`src/rtl/uart_mult_ctrl_if.sv`:
```
// UART/multiplier controller bus bundle.
// Groups the receive strobe/data, the transmitter handshake, the multiplier
// handshake and the status outputs of uart_mult_ctrl.
//   master : the controller side (drives tx_start/data, mult operands/start,
//            busy, err_pulse)
//   slave  : the environment side (UART receiver/transmitter, multiplier)
interface uart_mult_ctrl_if;
    logic        uart_rx_valid;
    logic [7:0]  uart_received_data;
    logic        uart_tx_ready;
    logic        uart_tx_start;
    logic [7:0]  uart_transmit_data;
    logic [7:0]  mult_a;
    logic [7:0]  mult_b;
    logic        mult_start;
    logic        mult_done;
    logic [15:0] mult_product;
    logic        busy;
    logic        err_pulse;

    modport master (
        input  uart_rx_valid,
        input  uart_received_data,
        input  uart_tx_ready,
        output uart_tx_start,
        output uart_transmit_data,
        output mult_a,
        output mult_b,
        output mult_start,
        input  mult_done,
        input  mult_product,
        output busy,
        output err_pulse
    );

    modport slave (
        output uart_rx_valid,
        output uart_received_data,
        output uart_tx_ready,
        input  uart_tx_start,
        input  uart_transmit_data,
        input  mult_a,
        input  mult_b,
        input  mult_start,
        output mult_done,
        output mult_product,
        input  busy,
        input  err_pulse
    );
endinterface

```
`src/rtl/uart_mult_ctrl.sv`:
```
// uart_mult_ctrl: byte-protocol front end for an external 8x8 multiplier.
//   Frame 02 a b : multiply a*b, return product high byte then low byte.
//   Frame 0A     : return the last stored product (00 00 after reset).
//   Other opcode : return ERR_BYTE and pulse err_pulse.
// Ports:
//   clk_int    - single clock, rising edge
//   ctrl_reset - synchronous active-high reset; forces every output low
//   bus        - uart_mult_ctrl_if.master (rx strobe/data, tx handshake,
//                multiplier handshake, busy, err_pulse)
module uart_mult_ctrl #(
    parameter int unsigned TIMEOUT_CYCLES = 20000,
    parameter logic [7:0]  ERR_BYTE       = 8'hEE
) (
    input  logic             clk_int,
    input  logic             ctrl_reset,
    uart_mult_ctrl_if.master bus
);
    localparam logic [7:0]  OP_MUL      = 8'h02;
    localparam logic [7:0]  OP_READ     = 8'h0A;
    localparam logic [15:0] TIMEOUT_CNT = 16'(TIMEOUT_CYCLES);

    typedef enum logic [3:0] {
        IDLE,
        GET_A,
        GET_B,
        MUL_START,
        MUL_WAIT,
        TX_HI,
        TX_HI_WAIT,
        TX_LO,
        TX_LO_WAIT
    } state_t;

    state_t      state;
    state_t      state_nx;
    logic [15:0] evt_cnt;
    logic [15:0] last_prod;
    logic [7:0]  a_q;
    logic [7:0]  b_q;
    logic        lo_is_err;
    logic        tx_req;
    logic        err_q;
    logic        err_nx;
    logic        rx_accept;
    logic        timeout;
    logic        tx_phase;

    assign timeout  = (evt_cnt >= TIMEOUT_CNT);
    assign tx_phase = (state == TX_HI) || (state == TX_LO);

    // State register
    always_ff @(posedge clk_int) begin
        if (ctrl_reset) begin
            state <= IDLE;
        end else begin
            state <= state_nx;
        end
    end

    // Next-state logic; rx bytes not consumed by the current state are overruns
    always_comb begin
        state_nx  = state;
        rx_accept = 1'b0;
        err_nx    = 1'b0;
        case (state)
            IDLE: begin
                if (bus.uart_rx_valid) begin
                    rx_accept = 1'b1;
                    if (bus.uart_received_data == OP_MUL) begin
                        state_nx = GET_A;
                    end else if (bus.uart_received_data == OP_READ) begin
                        state_nx = TX_HI;
                    end else begin
                        state_nx = TX_LO;
                        err_nx   = 1'b1;
                    end
                end
            end
            GET_A: begin
                if (bus.uart_rx_valid) begin
                    rx_accept = 1'b1;
                    state_nx  = GET_B;
                end else if (timeout) begin
                    state_nx = IDLE;
                    err_nx   = 1'b1;
                end
            end
            GET_B: begin
                if (bus.uart_rx_valid) begin
                    rx_accept = 1'b1;
                    state_nx  = MUL_START;
                end else if (timeout) begin
                    state_nx = IDLE;
                    err_nx   = 1'b1;
                end
            end
            MUL_START: state_nx = MUL_WAIT;
            MUL_WAIT: begin
                if (bus.mult_done) begin
                    state_nx = TX_HI;
                end else if (timeout) begin
                    state_nx = IDLE;
                    err_nx   = 1'b1;
                end
            end
            // Leave once the transmitter has taken the byte (ready dropped
            // while our request was up).
            TX_HI:      if (tx_req && !bus.uart_tx_ready) state_nx = TX_HI_WAIT;
            TX_HI_WAIT: if (bus.uart_tx_ready)            state_nx = TX_LO;
            TX_LO:      if (tx_req && !bus.uart_tx_ready) state_nx = TX_LO_WAIT;
            TX_LO_WAIT: if (bus.uart_tx_ready)            state_nx = IDLE;
            default:    state_nx = IDLE;
        endcase
        if (bus.uart_rx_valid && !rx_accept) begin
            err_nx = 1'b1;
        end
    end

    // Datapath and auxiliary control registers
    always_ff @(posedge clk_int) begin
        if (ctrl_reset) begin
            evt_cnt   <= '0;
            last_prod <= '0;
            a_q       <= '0;
            b_q       <= '0;
            lo_is_err <= 1'b0;
            tx_req    <= 1'b0;
            err_q     <= 1'b0;
        end else begin
            err_q <= err_nx;

            // Saturating so a long IDLE never wraps into a false timeout.
            if ((state_nx != state) || rx_accept) begin
                evt_cnt <= '0;
            end else if (evt_cnt != 16'hFFFF) begin
                evt_cnt <= evt_cnt + 16'd1;
            end

            if ((state == GET_A) && rx_accept) begin
                a_q <= bus.uart_received_data;
            end
            if ((state == GET_B) && rx_accept) begin
                b_q <= bus.uart_received_data;
            end
            if ((state == MUL_WAIT) && bus.mult_done) begin
                last_prod <= bus.mult_product;
            end
            if ((state == IDLE) && rx_accept) begin
                lo_is_err <= (bus.uart_received_data != OP_MUL) &&
                             (bus.uart_received_data != OP_READ);
            end

            // Request rises only when ready is seen high and holds until
            // the state moves on after ready drops.
            tx_req <= tx_phase && (state_nx == state) && (tx_req || bus.uart_tx_ready);
        end
    end

    // Output logic; everything forced low while reset is held
    always_comb begin
        bus.busy               = (state != IDLE);
        bus.mult_start         = (state == MUL_START);
        bus.uart_tx_start      = tx_req;
        bus.mult_a             = a_q;
        bus.mult_b             = b_q;
        bus.err_pulse          = err_q;
        bus.uart_transmit_data = 8'h00;
        case (state)
            TX_HI, TX_HI_WAIT: bus.uart_transmit_data = last_prod[15:8];
            TX_LO, TX_LO_WAIT: bus.uart_transmit_data = lo_is_err ? ERR_BYTE : last_prod[7:0];
            default:           bus.uart_transmit_data = 8'h00;
        endcase
        if (ctrl_reset) begin
            bus.busy               = 1'b0;
            bus.mult_start         = 1'b0;
            bus.uart_tx_start      = 1'b0;
            bus.mult_a             = 8'h00;
            bus.mult_b             = 8'h00;
            bus.err_pulse          = 1'b0;
            bus.uart_transmit_data = 8'h00;
        end
    end
endmodule

```
`src/flat_wrapper.sv`:
```
// flat-port wrapper written by rule: the top's interface ports become plain ports
module uart_mult_ctrl_flat 
#(
    parameter int unsigned TIMEOUT_CYCLES = 20000,
    parameter logic [7:0]  ERR_BYTE       = 8'hEE
)
  (clk_int, ctrl_reset, bus_uart_rx_valid, bus_uart_received_data, bus_uart_tx_ready, bus_uart_tx_start, bus_uart_transmit_data, bus_mult_a, bus_mult_b, bus_mult_start, bus_mult_done, bus_mult_product, bus_busy, bus_err_pulse);
  uart_mult_ctrl_if bus_i ();
  input  logic clk_int;
  input  logic ctrl_reset;
  input wire logic [$bits(bus_i.uart_rx_valid)-1:0] bus_uart_rx_valid;
  input wire logic [$bits(bus_i.uart_received_data)-1:0] bus_uart_received_data;
  input wire logic [$bits(bus_i.uart_tx_ready)-1:0] bus_uart_tx_ready;
  output wire logic [$bits(bus_i.uart_tx_start)-1:0] bus_uart_tx_start;
  output wire logic [$bits(bus_i.uart_transmit_data)-1:0] bus_uart_transmit_data;
  output wire logic [$bits(bus_i.mult_a)-1:0] bus_mult_a;
  output wire logic [$bits(bus_i.mult_b)-1:0] bus_mult_b;
  output wire logic [$bits(bus_i.mult_start)-1:0] bus_mult_start;
  input wire logic [$bits(bus_i.mult_done)-1:0] bus_mult_done;
  input wire logic [$bits(bus_i.mult_product)-1:0] bus_mult_product;
  output wire logic [$bits(bus_i.busy)-1:0] bus_busy;
  output wire logic [$bits(bus_i.err_pulse)-1:0] bus_err_pulse;
  assign bus_i.uart_rx_valid = bus_uart_rx_valid;
  assign bus_i.uart_received_data = bus_uart_received_data;
  assign bus_i.uart_tx_ready = bus_uart_tx_ready;
  assign bus_uart_tx_start = bus_i.uart_tx_start;
  assign bus_uart_transmit_data = bus_i.uart_transmit_data;
  assign bus_mult_a = bus_i.mult_a;
  assign bus_mult_b = bus_i.mult_b;
  assign bus_mult_start = bus_i.mult_start;
  assign bus_i.mult_done = bus_mult_done;
  assign bus_i.mult_product = bus_mult_product;
  assign bus_busy = bus_i.busy;
  assign bus_err_pulse = bus_i.err_pulse;
  uart_mult_ctrl #(.TIMEOUT_CYCLES(TIMEOUT_CYCLES), .ERR_BYTE(ERR_BYTE)) u_core (.clk_int(clk_int), .ctrl_reset(ctrl_reset), .bus(bus_i));
endmodule
```
`config.mk`:
```
export PLATFORM = sky130hd
export DESIGN_NAME = uart_mult_ctrl_flat
export DESIGN_NICKNAME = d
export VERILOG_FILES = /design/src/rtl/uart_mult_ctrl_if.sv /design/src/rtl/uart_mult_ctrl.sv /design/src/flat_wrapper.sv
export SDC_FILE = /design/constraint.sdc
export NUM_CORES = 1
export LEC_CHECK = 0
export BUFFER_PORTS_ARGS = -buffer_cell sky130_fd_sc_hd__buf_2
export CELL_PAD_IN_SITES_DETAIL_PLACEMENT = 1
export CELL_PAD_IN_SITES_GLOBAL_PLACEMENT = 1
export CORE_UTILIZATION = 30
export DETAILED_ROUTE_END_ITERATION = 8
export PLACE_DENSITY_LB_ADDON = 0.1
export SYNTH_ARGS = -nofsm -noshare
export SYNTH_HDL_FRONTEND = slang
export SYNTH_SLANG_ARGS = --single-unit
```
`constraint.sdc`:
```
create_clock -name clk_int -period 4.8 [get_ports clk_int]
set_input_delay 0.24 -clock clk_int [delete_from_list [all_inputs] [get_ports clk_int]]
set_output_delay 0.24 -clock clk_int [all_outputs]
set_load 0.01 [all_outputs]
```
==> out/summary.md, run 1 <==
The CTS sink count was 55. The longest clock path from root to sink contains 2 buffers. Synthesis produced 358 cells. In this run, synthesis inferred 0 flip-flops with an integrated enable. The congestion estimate from routability-driven global placement came to 0.767. STA classifies the critical path startpoint as a flip-flop.

The first routing iteration left 75 violations. The tree is rooted in a clkbuf_8. The proportion of layout cells with a drive suffix above 1 is 0.200, and the port buffer count is 56. For the final number of hold-violating endpoints, the log shows 0. The netlist uses 53 different library cells. The final route contains 2648 vias.

The number of antenna cells inserted was 0; the overall overflow remaining after global route was 0. Counting the buffers created by CTS gives 5. The smallest clock period supported by the final layout is computed as 2.76 ns.

Clock latency on the worst-skew pair: 0.31 ns. The critical path is of the flip-flop to output port type. The met1 usage in global routing came out at 0.224.

The y dimension of the die was 100 um. A synthesized cell averages 8.06 um2. Including well taps, the total number of placed cells is 522. Arrival time at the worst endpoint: 2.52 ns. The worst setup path is captured at an output port.

The sequential cell area fraction in the yosys report came out at 0.382. The tools report the number of design rule violations left after detail routing as 0. The post-synthesis async set-or-reset flop share was 0; the first-pass GRT wire length was 13200 um. For the pin with the worst max-slew slack, the measured transition is 0.901 ns.

Post-CTS timing repair inserted 0 buffers for setup. The min-delay analysis places its worst path in the category input port to flip-flop. Yosys printed 0 warnings. The number of synthesized register bits was 55; the number of iterations in the first detailed-routing pass was 4. Setup repair after global routing left no endpoint under its margin. The tools report the overall power of the completed layout as 1.33 mW.

The run gives 4.56 ns as the required time of the worst setup path. The region available for standard cell placement spans 9280 um2. Based on the critical path, the design can be clocked at up to 363 MHz.

In this run the remaining antenna-violating nets after routing total 0. 57 I/O pins were placed. For the post-route clock skew, the log shows 0.00633 ns. The leakage power came out at 1.28 nW. Number of antenna violations at the first check in global routing: 0. Setup total negative slack on the finished layout was measured at 0 ns. The number of inserted filler cells in the final layout was 1156. The effective utilization at floorplan was 0.311; the max-cap check violation count was 0. The detailed-route wire length per cell is 15.1 um, and the count of H-tree levels built during CTS is 2.

The run gives 2890 um2 as the synthesized cell area. Hold is met by 0.155 ns. The worst-case vdd ir drop was 0.000177 V; the die width was 100 um. The run gives 0.279 as the met2 usage. The layout-stage area growth over the synthesis result is 15.9%.

The tools report the count of final max-slew check failures as 0. The total global-route track usage is 0.165. The logs give 0 for the number of instances resized during post-cts repair and 8020 um for the routed wire length. Net count of the mapped netlist: 389. The most heavily used metal layer in global routing is met2. Predominant post-synthesis flop cell: dfxtp_1. The power per unit of standard cell area works out to 399 nW/um2. Setup violations remaining at the end of the flow were counted as 0. Once layout is complete, the cells apart from fillers number 530.

The flow ran to the end, and the final reports show no timing, DRC or antenna violations. The logs give 5590 um for the detailed-placement wirelength estimate and 2610 for the number of global-route vias before repair. The logs give 10000 um2 for the area of the die and 65 for the maximum number of pins on one net before global-route repair. The final period utilization came out at 0.574. Along the worst path, the maximum fanout reaches 21.

The number of vias per cell is 5.00. Buffers inserted to repair hold after CTS numbered 0. The run gives 0.0237 as the global-route met3 utilization. The tools report the site row count as 35.

Clock-pin slew was measured on the worst setup and hold paths at 0.11 ns. TritonCTS built the clock tree. The logs give 431 for the final-stage net count and 0.396 for the relative slew slack.
==> final cells by class <==
class | count | area [um2] | share of cell area
multi-input cells | 274 | 1660 | 0.498
flip-flops and latches | 55 | 1100 | 0.329
repair buffers | 57 | 288 | 0.0860
well taps | 129 | 161 | 0.0483
clock buffers | 7 | 96.3 | 0.0288
inverters | 7 | 26.3 | 0.00786
clock inverters | 1 | 7.51 | 0.00224
==> final timing paths <==
path,to,slack [ns],from,cells past startpoint
worst max-delay path,bus_uart_transmit_data[3],2.04,u_core.state[2]$_SDFF_PP0_,5
worst min-delay path,u_core.last_prod[10]$_SDFFE_PP0P_,0.15,bus_mult_product[10],3
worst max register to register,u_core.evt_cnt[12]$_SDFFE_PP0P_,2.17,u_core.state[0]$_SDFF_PP0_,5
worst min register to register,u_core.last_prod[3]$_SDFFE_PP0P_,0.46,u_core.last_prod[3]$_SDFFE_PP0P_,2
==> registers in the layout, summed over array words and instances, names as in the netlist <==
| name | count |
|---|---|
| u_core.evt_cnt | 16 |
| u_core.last_prod | 16 |
| u_core.a_q | 8 |
| u_core.b_q | 8 |
| u_core.state | 4 |
| u_core.err_q | 1 |
| u_core.lo_is_err | 1 |
| u_core.tx_req | 1 |
==> cell usage in the layout, fill, tap and decap left out, types with 4 or more instances in the layout <==
master,n
nor4_1,4
o21ai_0,12
nor2b_1,22
clkbuf_8,7
xor2_1,8
buf_2,56
mux2i_1,21
inv_1,7
nor3_1,21
nand3_1,9
nand4_1,5
nor3_2,4
a21oi_1,28
dfxtp_1,55
or3_1,4
nor2_1,35
nand2_1,49
==> stage by stage <==
step / area, um2 / util / worst slack [ns]
after global routing: 3340 / 0.360 / 1.85
after CTS: 3340 / 0.360 / 2.02
final: 3340 / 0.360 / 2.04
after detailed placement: 3240 / 0.349 / 2.19
after global placement: 3240 / 0.349 / 2.27
after floorplan: 2890 / - / 2.77
==> worst max-delay path, stage by stage (launching register included) <==
cell,delay (ns)
dfxtp_1,0.77
nand2_1,0.16
o21ai_1,0.68
o21ai_0,0.25
a21oi_1,0.19
buf_2,0.15
==> report_power, final <==
group,switching (mW),leakage [nW],internal (mW)
registers,0.0843,0.446,0.508
clock network,0.160,0.0505,0.132
logic,0.281,0.783,0.169
==> cell usage after synthesis, types with 3 or more instances <==
cell	number	area (um2)
nand3b_1	3	22.5
dfxtp_1	55	1100
nor3_2	4	40.0
a21oi_1	28	140
or3_1	4	25.0
nor2b_1	22	138
clkbuf_1	17	63.8
buf_2	3	15.0
mux2i_1	21	210
nand3_1	9	45.0
nand2b_1	3	18.8
nand2_1	49	184
inv_1	7	26.3
o21ai_0	12	60.1
nor3_1	21	105
xor2_1	8	70.1
nor4_1	4	25.0
nor2_1	35	131
and3_1	3	18.8
xnor2_1	3	26.3
nand4_1	5	31.3
==> cell families (layout without fill, tap and decap cells) <==
logic type	after synthesis	count (layout)	synth area share
AND/OR/NAND/NOR	171	171	0.300
buffers and inverters	29	72	0.0416
XOR/XNOR	11	11	0.0334
multiplexers	21	21	0.0729
AO/OA/AOI/OAI	69	69	0.162
flip-flops	55	55	0.382
adder cells (fa/ha/maj)	2	2	0.00867
==> layer usage <==
metal / up-vias / share of wire
met3: 4 / 0.021
met5: - / 0
met4: 0 / 0.0070
met1: 1262 / 0.50
li1: 1343 / -
met2: 39 / 0.47
No activity file was read; power rests on OpenSTA's default activity.
==> run 2: changes to the inputs <==
clock period = 2.6 ns   (was 4.8 ns; I/O delays follow)
==> run 2 against run 1 <==
  * Sequential share of layout area fell by 1.1 points
  * Sequential power increased by 79%
  * Clock power increased by 75%
  * Largest power group unchanged
  * Highest routed layer unchanged
==> out/summary.md, run 2 (synthesis gave the netlist of run 1 again) <==
The flow ran to the end, and the final reports show no timing, DRC or antenna violations. From synthesis to final layout, the design area changed by 19.8%. For the number of buffers between clock root and the deepest sink, the log shows 2 (unchanged). The post-layout utilization of the core is 0.372 (+0.0121), and the CTS sink count is 55 (unchanged).

The worst setup path is launched from a flip-flop. The logs give 0.396 (+0.059) for the combinational group share of total power and 10000 um2 (unchanged) for the area of the die. The worst-case vdd ir drop is 0.000245 V (+38%).

Routed signal wires occupy layers up through met4. The tools report the count of final max-slew check failures as 0 (unchanged). The root buffer cell is clkbuf_8. The clock latency on the worst-skew pair is 0.32 ns (about the same). TritonCTS built the clock tree. The least setup slack across all paths after layout is 0.281 ns (-1.76 ns), and the number of cells in the design after placement is 537 (+2.9%). The setup path with the least slack is of type flip-flop to flip-flop.

The largest individual stage delay along the critical path comes from the cell dfxtp_1. The post-CTS setup-driven buffer insertion count was 0 (unchanged). The y dimension of the die works out to 100 um (unchanged). The count of vias placed by the detailed router is 2690 (+1.6%).

The number of top-level design ports is 57 (unchanged). The tools report the number of antenna violations at the first check in global routing as 0 (unchanged). The maximum number of pins on one net before global-route repair was 64 (-1.5%); the amount of wire on met3 after detailed routing was 281 um (+67%).

The path with the worst hold slack has its endpoint at u_core.last_prod[13]$_SDFFE_PP0P_. The number of setup violations in the final report is 0 (unchanged), and the port buffer count is 56 (unchanged). The logs give 9280 um2 (unchanged) for the placeable core region and 4 (unchanged) for the number of iterations in the first detailed-routing pass. The post-route clock skew was 0.0169 ns (+0.0106 ns); the register share of total power was 0.407 (-0.037). The total of hold buffers inserted after clock tree synthesis is 0 (unchanged), and the largest stage delay on the critical path is 0.65 ns (-0.12 ns). Setup repair after global routing left no endpoint under its margin.

The library cell used most frequently in the layout, excluding fill and tap cells, is buf_2. The worst hold path begins at bus_mult_product[13]. Final number of hold-violating endpoints: 0 (unchanged). The number of antenna cells inserted was 0 (unchanged). The tools report the count of routing violations after the opening detailed-route iteration as 104 (+39%). Number of vias per cell: 4.94 (-1.0%). The slew of the pin with the lowest slew margin came out at 0.689 ns (-0.212 ns). The startpoint identified for the worst register-to-register timing path is u_core.state[2]$_SDFF_PP0_.

The logs give 0.335 ns (-1.85 ns) for the pre-CTS setup slack and 1660 um2 (unchanged) for the multi-input gate area in the final layout. The logs give 0 ns (unchanged) for the summed negative setup slack over all endpoints and 2615 (+0.19%) for the number of global-route vias before repair. The number of buffers added by the clock tree synthesis step was 5 (unchanged); the first-pass GRT wire length was 13400 um (+1.2%). Among cell families on the critical path, the largest total delay comes from compound AO/OA/AOI/OAI gates. The worst setup path is captured at a flip-flop. The run gives 1158 (+0.17%) as the number of inserted filler cells in the final layout. The worst path buffer plus inverter count is 1 (unchanged).

The arrival time at the worst endpoint is 2.54 ns (+0.02 ns). The effective utilization at floorplan is 0.311 (unchanged). The depth of the worst register-to-register path was 6 (+1). The leakage power is 1.35 nW (+5.9%), and the clock slew at the register clock pins of the worst setup and hold paths is 0.10 ns (about the same). Detailed-route wire length per cell: 14.9 um (-1.3%).

The tools report the total global-route track usage as 0.168 (+0.00255). Number of instances resized during post-cts repair: 0 (unchanged). For the max-cap check violation count, the log shows 0 (unchanged). The critical path goes through a21oi_1, a2111oi_0, a311o_1, a21oi_4, buf_12, nor4_1. The tools report the clock network power share as 0.197 (-0.022). The tools report the overall power of the completed layout as 2.60 mW (+95%).

Power per unit of standard cell area: 752 nW/um2 (+89%). The tools report the register-to-register setup slack as 0.28 ns (-1.89 ns). The path length in cells of the critical path is 6 (+1), and the number of nets still failing antenna checks after routing is 0 (unchanged). The tools report the final weighted congestion in routability-driven placement as 0.785 (+2.4%).

The run gives 35 (unchanged) as the site row count. The count of placed standard cells in the final layout, fillers left out was 544 (+2.6%); the overall overflow remaining after global route was 0 (unchanged). The final-stage net count is 446 (+3.5%), and the design internal power is 1.60 mW (+97%). Clock period minus worst slack: 2.32 ns.

The detailed-placement wirelength estimate is 5860 um (+4.8%), and the area taken by flip-flops and latches is 1100 um2 (unchanged). Timing would allow up to 431 MHz. The worst-path maximum fanout was 16 (-24%); the count of H-tree levels built during CTS was 2 (unchanged).

In the final layout, the registers with the most flip-flops are u_core.evt_cnt (16), u_core.last_prod (16). The relative slew slack was 0.529 (+0.133). The die width was 100 um (unchanged).

The endpoint of the most critical register-to-register path is u_core.evt_cnt[15]$_SDFFE_PP0P_. The switching power share of the total was 0.386 (-0.00777). The required time of the worst setup path is 2.82 ns (-1.74 ns).

The final period utilization was 0.892. In this run the worst hold path is classified as input port to flip-flop. The number of design rule violations left after detail routing came out at 0 (unchanged). Total length of routed met2 wires: 3650 um (-3.8%). The worst hold path stage count was 3 (unchanged). The top cell types in the final layout, fill and taps aside, are buf_2, dfxtp_1, nand2_1, nor2_1, a21oi_1. Switching power: 1.00 mW (+91%). Routed metal-1 wire length: 4120 um (+2.8%). The routed wire length is 8120 um (+1.3%), and the proportion of layout cells with a drive suffix above 1 is 0.227 (+0.0270).
## run 2: cell count changes in the layout (fill, tap and decap cells not counted), sizes merged
cell      previous run  this run
buf                 57        72
clkbuf               7         6
clkinvlp             1         0
inv                  7         8
## run 2: metrics by stage
step	instance area (um2)	hold WS (ns)
3_3_place_gp	3370	0.372
4_1_cts	3460	0.0311
5_1_grt	3460	0.0325
2_1_floorplan	2890	0.203
3_5_place_dp	3370	0.379
6_report	3460	0.0464
## run 2: final cells by class
cell class | count | share of cell area
sequential | 55 | 0.318
timing repair buffer | 72 | 0.119
clock inverter | 1 | 0.00253
multi-input combinational | 274 | 0.481
inverter | 7 | 0.00760
clock buffer | 6 | 0.0239
tap | 129 | 0.0467
## run 2: metal layers
| metal | global-route usage | vias up |
|---|---|---|
| li1 | - | 1368 |
| met1 | 0.235 | 1273 |
| met2 | 0.269 | 43 |
| met3 | 0.0279 | 6 |
| met4 | 0.0401 | 0 |
| met5 | 0 | - |
## run 2: how the worst max path moves through the flow
| stage | start | endpoint | slack (ns) |
|---|---|---|---|
| 2_1_floorplan | u_core.evt_cnt[6]$_SDFFE_PP0P_ | u_core.evt_cnt[10]$_SDFFE_PP0P_ | 0.64 |
| 3_3_place_gp | u_core.evt_cnt[6]$_SDFFE_PP0P_ | u_core.evt_cnt[6]$_SDFFE_PP0P_ | 0.42 |
| 3_5_place_dp | u_core.evt_cnt[6]$_SDFFE_PP0P_ | u_core.evt_cnt[6]$_SDFFE_PP0P_ | 0.33 |
| 4_1_cts | u_core.evt_cnt[6]$_SDFFE_PP0P_ | u_core.evt_cnt[7]$_SDFFE_PP0P_ | 0.30 |
| 5_1_grt | u_core.state[2]$_SDFF_PP0_ | u_core.evt_cnt[15]$_SDFFE_PP0P_ | 0.1 |
| 6_report | u_core.state[2]$_SDFF_PP0_ | u_core.evt_cnt[15]$_SDFFE_PP0P_ | 0.28 |
## run 2: power groups by stage
stage               combinational [mW]  clock (mW)  sequential [mW]
CTS                               1.04       0.537             1.06
global route                      1.13       0.562             1.08
detailed placement                1.04           0             1.08
global placement                  1.03           0             1.07
floorplan                        0.744           0             1.00
finish                            1.03       0.512             1.06
## run 2: tightest hold or removal path, delay by kind of cell
kind	cells	cell delay [ns]
AO/OA/AOI/OAI	1	0.05
AND/OR/NAND/NOR	1	0.05
buffers and inverters	1	0.10
